### src/rtl/wb_gain_pkg.sv
// Shared Bayer ISP types: channel enum, CFA format codes and the phase-to-channel mapping.
// Pure declarations, no latency, no flow control.
package wb_gain_pkg;

    typedef enum logic [1:0] {
        CH_R  = 2'd0,
        CH_GR = 2'd1,
        CH_GB = 2'd2,
        CH_B  = 2'd3
    } bayer_ch_t;

    localparam logic [1:0] FMT_RGGB = 2'd0;
    localparam logic [1:0] FMT_GRBG = 2'd1;
    localparam logic [1:0] FMT_GBRG = 2'd2;
    localparam logic [1:0] FMT_BGGR = 2'd3;

    function automatic bayer_ch_t bayer_phase(input logic [1:0] fmt, input logic row, input logic col);
        return bayer_ch_t'(fmt ^ {row, col});
    endfunction

endpackage

### src/rtl/bayer_phase_tracker.sv
// Tracks Bayer row/column phase from DVP syncs; channel is valid in the same cycle as the pixel.
// Zero latency on channel_o, no backpressure (follows href/vsync every cycle).
module bayer_phase_tracker
    import wb_gain_pkg::*;
#(
    parameter int BAYER_FORMAT = 0
) (
    input  logic      clk,
    input  logic      rst_n,
    input  logic      href_i,
    input  logic      vsync_i,
    output logic      row_o,
    output logic      col_o,
    output bayer_ch_t channel_o
);

    logic href_d;

    always_ff @(posedge clk or negedge rst_n) begin
        if (!rst_n) begin
            href_d <= 1'b0;
            col_o  <= 1'b0;
            row_o  <= 1'b0;
        end else begin
            href_d <= href_i;
            col_o  <= href_i ? ~col_o : 1'b0;
            if (vsync_i)
                row_o <= 1'b0;
            else if (href_d && !href_i)
                row_o <= ~row_o;
        end
    end

    assign channel_o = bayer_phase(2'(BAYER_FORMAT), row_o, col_o);

endmodule

### src/rtl/wb_gain.sv
// White-balance gain: per-channel fixed-point multiply, round half up, saturate, count clips per frame.
// 2-cycle latency for pixel/href/vsync, 1 pixel/cycle, no backpressure.
module wb_gain
    import wb_gain_pkg::*;
#(
    parameter int BITS         = 8,
    parameter int GAIN_BITS    = 10,
    parameter int GAIN_FRAC    = 6,
    parameter int CNT_BITS     = 24,
    parameter int BAYER_FORMAT = 0
) (
    input  logic                 clk,
    input  logic                 rst_n,
    input  logic                 href_i,
    input  logic                 vsync_i,
    input  logic [BITS-1:0]      pixel_i,
    input  logic [GAIN_BITS-1:0] r_gain_i,
    input  logic [GAIN_BITS-1:0] gr_gain_i,
    input  logic [GAIN_BITS-1:0] gb_gain_i,
    input  logic [GAIN_BITS-1:0] b_gain_i,
    input  logic                 gain_update_i,
    output logic                 gain_ack_o,
    output logic                 href_o,
    output logic                 vsync_o,
    output logic [BITS-1:0]      pixel_o,
    output logic [CNT_BITS-1:0]  clip_count_o
);

    localparam int                   PROD_BITS = BITS + GAIN_BITS;
    localparam logic [GAIN_BITS-1:0] UNITY     = GAIN_BITS'(1) << GAIN_FRAC;
    localparam logic [PROD_BITS:0]   HALF      = (PROD_BITS+1)'(1) << (GAIN_FRAC - 1);
    localparam logic [PROD_BITS:0]   PIX_MAX   = (PROD_BITS+1)'({BITS{1'b1}});
    localparam logic [CNT_BITS-1:0]  CNT_MAX   = {CNT_BITS{1'b1}};

    logic                 ph_row;
    logic                 ph_col;
    bayer_ch_t            ph_ch;
    // Row/col are published for other Bayer stages; this block only needs the channel.
    logic                 unused_phase;

    logic [GAIN_BITS-1:0] staged_gain [4];
    logic [GAIN_BITS-1:0] hold_gain   [4];
    logic [GAIN_BITS-1:0] act_gain    [4];
    logic                 pending;

    logic                 vsync_d1;
    logic                 href_d1;
    logic                 vs_rise;
    logic [PROD_BITS-1:0] prod_q;

    logic [PROD_BITS:0]   rnd_sum;
    logic [PROD_BITS:0]   rnd_val;
    logic                 clip;
    logic [BITS-1:0]      pix_sat;

    logic [CNT_BITS-1:0]  clip_cnt;
    logic [CNT_BITS-1:0]  cnt_inc;

    bayer_phase_tracker #(
        .BAYER_FORMAT (BAYER_FORMAT)
    ) u_phase (
        .clk       (clk),
        .rst_n     (rst_n),
        .href_i    (href_i),
        .vsync_i   (vsync_i),
        .row_o     (ph_row),
        .col_o     (ph_col),
        .channel_o (ph_ch)
    );

    assign unused_phase = ph_row ^ ph_col;

    assign staged_gain[CH_R]  = r_gain_i;
    assign staged_gain[CH_GR] = gr_gain_i;
    assign staged_gain[CH_GB] = gb_gain_i;
    assign staged_gain[CH_B]  = b_gain_i;

    assign vs_rise    = vsync_i && !vsync_d1;
    assign gain_ack_o = rst_n && vs_rise && (pending || gain_update_i);

    // A request landing on the vsync edge wins over an older pending one.
    always_ff @(posedge clk or negedge rst_n) begin
        if (!rst_n) begin
            hold_gain <= '{default: UNITY};
            act_gain  <= '{default: UNITY};
            pending   <= 1'b0;
        end else begin
            if (gain_update_i)
                hold_gain <= staged_gain;
            if (vs_rise && gain_update_i) begin
                act_gain <= staged_gain;
                pending  <= 1'b0;
            end else if (vs_rise && pending) begin
                act_gain <= hold_gain;
                pending  <= 1'b0;
            end else if (gain_update_i) begin
                pending <= 1'b1;
            end
        end
    end

    always_ff @(posedge clk or negedge rst_n) begin
        if (!rst_n) begin
            prod_q   <= '0;
            href_d1  <= 1'b0;
            vsync_d1 <= 1'b0;
        end else begin
            prod_q   <= PROD_BITS'(pixel_i) * PROD_BITS'(act_gain[ph_ch]);
            href_d1  <= href_i;
            vsync_d1 <= vsync_i;
        end
    end

    always_comb begin
        rnd_sum = {1'b0, prod_q} + HALF;
        rnd_val = rnd_sum >> GAIN_FRAC;
        clip    = rnd_val > PIX_MAX;
        pix_sat = clip ? {BITS{1'b1}} : rnd_val[BITS-1:0];
        cnt_inc = (href_d1 && clip && clip_cnt != CNT_MAX) ? clip_cnt + CNT_BITS'(1) : clip_cnt;
    end

    always_ff @(posedge clk or negedge rst_n) begin
        if (!rst_n) begin
            pixel_o      <= '0;
            href_o       <= 1'b0;
            vsync_o      <= 1'b0;
            clip_cnt     <= '0;
            clip_count_o <= '0;
        end else begin
            pixel_o <= pix_sat;
            href_o  <= href_d1;
            vsync_o <= vsync_d1;
            if (vs_rise) begin
                clip_count_o <= cnt_inc;
                clip_cnt     <= '0;
            end else begin
                clip_cnt <= cnt_inc;
            end
        end
    end

endmodule

### config.mk
export PLATFORM = sky130hd
export DESIGN_NAME = wb_gain
export DESIGN_NICKNAME = d
export VERILOG_FILES = /design/src/rtl/wb_gain_pkg.sv /design/src/rtl/bayer_phase_tracker.sv /design/src/rtl/wb_gain.sv
export SDC_FILE = /design/constraint.sdc
export NUM_CORES = 1
export LEC_CHECK = 0
export ABC_CLOCK_PERIOD_IN_PS = 6200
export BUFFER_PORTS_ARGS = -buffer_cell sky130_fd_sc_hd__clkbuf_2
export CAP_MARGIN = 40
export CORE_MARGIN = 5
export CORE_UTILIZATION = 41
export CTS_BUF_LIST = sky130_fd_sc_hd__clkbuf_8
export DETAILED_ROUTE_END_ITERATION = 8
export SKIP_LAST_GASP = 1
export SYNTH_ARGS = -nofsm -noshare
export SYNTH_HDL_FRONTEND = slang
export SYNTH_SLANG_ARGS = --single-unit
### constraint.sdc
create_clock -name clk -period 6.2 [get_ports clk]
set_input_delay 0.93 -clock clk [delete_from_list [all_inputs] [get_ports clk]]
set_output_delay 0.93 -clock clk [all_outputs]
set_load 0.1 [all_outputs]
==> impl_metrics.tcl <==
set metrics [dict create \
    outcome "completed" \
    totalWireLength_mm 18.2 \
    clock.fmax_mhz 180 \
    drv_cap 0 \
    globalplace.congestion 0.842 \
    cts_tree "done" \
    clk_path_buf_depth 2 \
    grt_max_degree 83 \
    min_path_cells 0 \
    sequentialPowerShare_pct 30.9 \
    setup_ws_ps 651 \
    ys_seq_area_share_pct 43.0 \
    cts_resized 0 \
    p_sw_w 0.00184 \
    syn_area_um2 9090 \
    syn_to_final_growth_pct 12.6 \
    hpwl_mm 13.5 \
    worstPathRequired_ps 6540 \
    postCtsHoldBufs 0 \
    p_leak_nw 4.94 \
    track_usage_pct 15.0 \
    p_int_w 0.00239 \
    gr-total-overflow 0 \
    ys_types 53 \
    ys_warn_count 0 \
    clock_sinks 156 \
    fin_area_um2 10200 \
    numCtsBuffers 17 \
    post-synth-top-count-cell "dfrtp_1" \
    crit_type "reg -> reg" \
    p_clk_share_pct 17.4 \
    insertion_delay_ps 450 \
    rsz0062_at_grt "no" \
    pwr-share-comb_pct 51.7 \
    r2r_cells 15 \
    irDropWorstVdd_mv 0.214 \
    fin_crit_sh_pct 89.5 \
    n_antenna_cell 0 \
    finalSetupViolCount 0 \
    fp.dieW_um 159 \
    arrival_ps 5890 \
    coreArea_um2 21800 \
    synth_ff_type "dfrtp_1" \
    finalClockSkew_ps 11.1 \
    grt_pass1_vias 6181 \
    vias 5999 \
    drtPass1Iterations 4 \
    drive_above_1_share_pct 21.4 \
    worst_slew_pin_slew_ps 930 \
    synth_top_cells_by_count "dfrtp_1 (148), nand2_1 (93), inv_1 (62)" \
    rows 54 \
    synth_edf_count 0 \
    drv_slew 0 \
    clockRootBuffer "clkbuf_8" \
    cp-end-kind "flip-flop" \
    synth.ff_latch_count 156 \
    cts_setup_buffers 0 \
    worstHoldPathType "reg -> reg" \
    grt_pass1_wl_mm 31.6 \
    cts_max_level 4 \
    tns_ps 0 \
    switching_share_pct 43.5 \
    port_buffers 87 \
    finalHoldViolCount 0 \
    routedWlPerCell_um 15.1 \
    synth_nets 967 \
    ant_nets 0 \
    nNetsFinal 1050 \
    power.density_nw_per_um2 413 \
    ios 88 \
    initial_utilization_pct 41.7 \
    avgSynthCellArea_um2 11.0 \
    post-route-util_pct 46.9 \
    drc 0 \
    synth_area_leaders "dfrtp_1 (41%), fa_1 (10%), mux2_2 (5.7%)" \
    post-route-min-period_ps 5550 \
    dpl_cell_area_um2 9870 \
    syn_inst 830 \
    antenna_found_initial 0 \
    yosysTopAreaCell "dfrtp_1" \
    via_per_inst 4.97 \
    drt_iter0_drc 260 \
    crit_fanout 11 \
    start_kind "flip-flop" \
    place_ws_ps 642 \
    maxSlewHeadroom_pct 37.7 \
    clkSlewWorstSetupHoldPaths_ps 90 \
    die-area_um2 25300 \
    fp.dieH_um 159 \
    synth_top_area_share_pct 40.7 \
    synthArstFlopShare_pct 100 \
]
[metal layers]
layer  wire length, um  track usage [%]
met4               170             3.64
met5                 0                0
met2              8630             24.3
met3               654             3.42
met1              8730             20.6
[state kept, by name, indices dropped and copies added (netlist names)]
name            cells
pending             1
clip_count_o       24
clip_cnt           24
prod_q             13
act_gain           40
u_phase.row_o       1
hold_gain          40
vsync_o             1
pixel_o             8
vsync_d1            1
href_o              1
u_phase.col_o       1
u_phase.href_d      1
[stage by stage]
step | hold WS, ps | cells | power (W)
after floorplan | 366 | 830 | 0.00310
after CTS | 434 | 1206 | 0.00430
after global placement | 399 | 1172 | 0.00351
after detailed placement | 409 | 1174 | 0.00354
after global routing | 458 | 1206 | 0.00465
final | 429 | 1206 | 0.00423
[cell type report]
type,instances,area (um2)
multi-input combinational,582,4840
inverter,62,233
fill,2076,11600
tap,280,350
clock inverter,15,136
clock buffer,17,234
sequential,156,3910
timing repair buffer,94,534
[path summary, 6_finish.rpt]
check / startpoint / end / slack, ps
min in group asynchronous: rst_n / hold_gain[17] / 500
max: u_phase.col_o / prod_q[17] / 650
max in group asynchronous: rst_n / prod_q[7] / 4580
min reg2reg: vsync_d1 / vsync_o / 430
max reg2reg: u_phase.col_o / prod_q[17] / 650
min: vsync_d1 / vsync_o / 430
[critical path, stage by stage (launching register included)]
cell	delay, ps
dfrtp_1	680
mux4_1	770
and2_1	240
fa_1	500
fa_1	510
fa_1	540
inv_1	50
fa_1	520
inv_1	40
ha_1	340
a21oi_1	160
o21ai_0	230
a21oi_1	220
and2b_1	190
a311o_1	320
xnor2_1	120
[power groups by stage]
stage	sequential (W)	combinational (W)	clock [W]
6_report	0.00131	0.00219	0.000735
5_1_grt	0.00133	0.00251	0.000805
4_1_cts	0.00131	0.00222	0.000765
3_5_place_dp	0.00133	0.00221	0
3_3_place_gp	0.00133	0.00218	0
2_1_floorplan	0.00151	0.00158	0
[kinds of logic (layout without fill, tap and decap cells)]
family                     Yosys count  count (layout)  synth area share [%]
muxes                               92              92                  12.5
and+or+nand+nor                    273             273                  15.3
DFF                                156             156                  43.0
AOI/OAI and AO/OA                   92              92                  5.82
xor gates and xnor gates            41              41                  3.95
adders and majority gates           84              84                  15.4
buffers and inverters               92             188                  3.96
[cell usage in the layout (no fill, tap or decap), types with 37 or more instances in the layout]
cell type,n
and2_1,61
fa_1,47
clkbuf_2,86
o21ai_0,60
inv_1,63
ha_1,37
nor2_1,43
mux2_2,46
dfrtp_1,148
nand2_1,92
No activity file was read; power rests on OpenSTA's default activity.
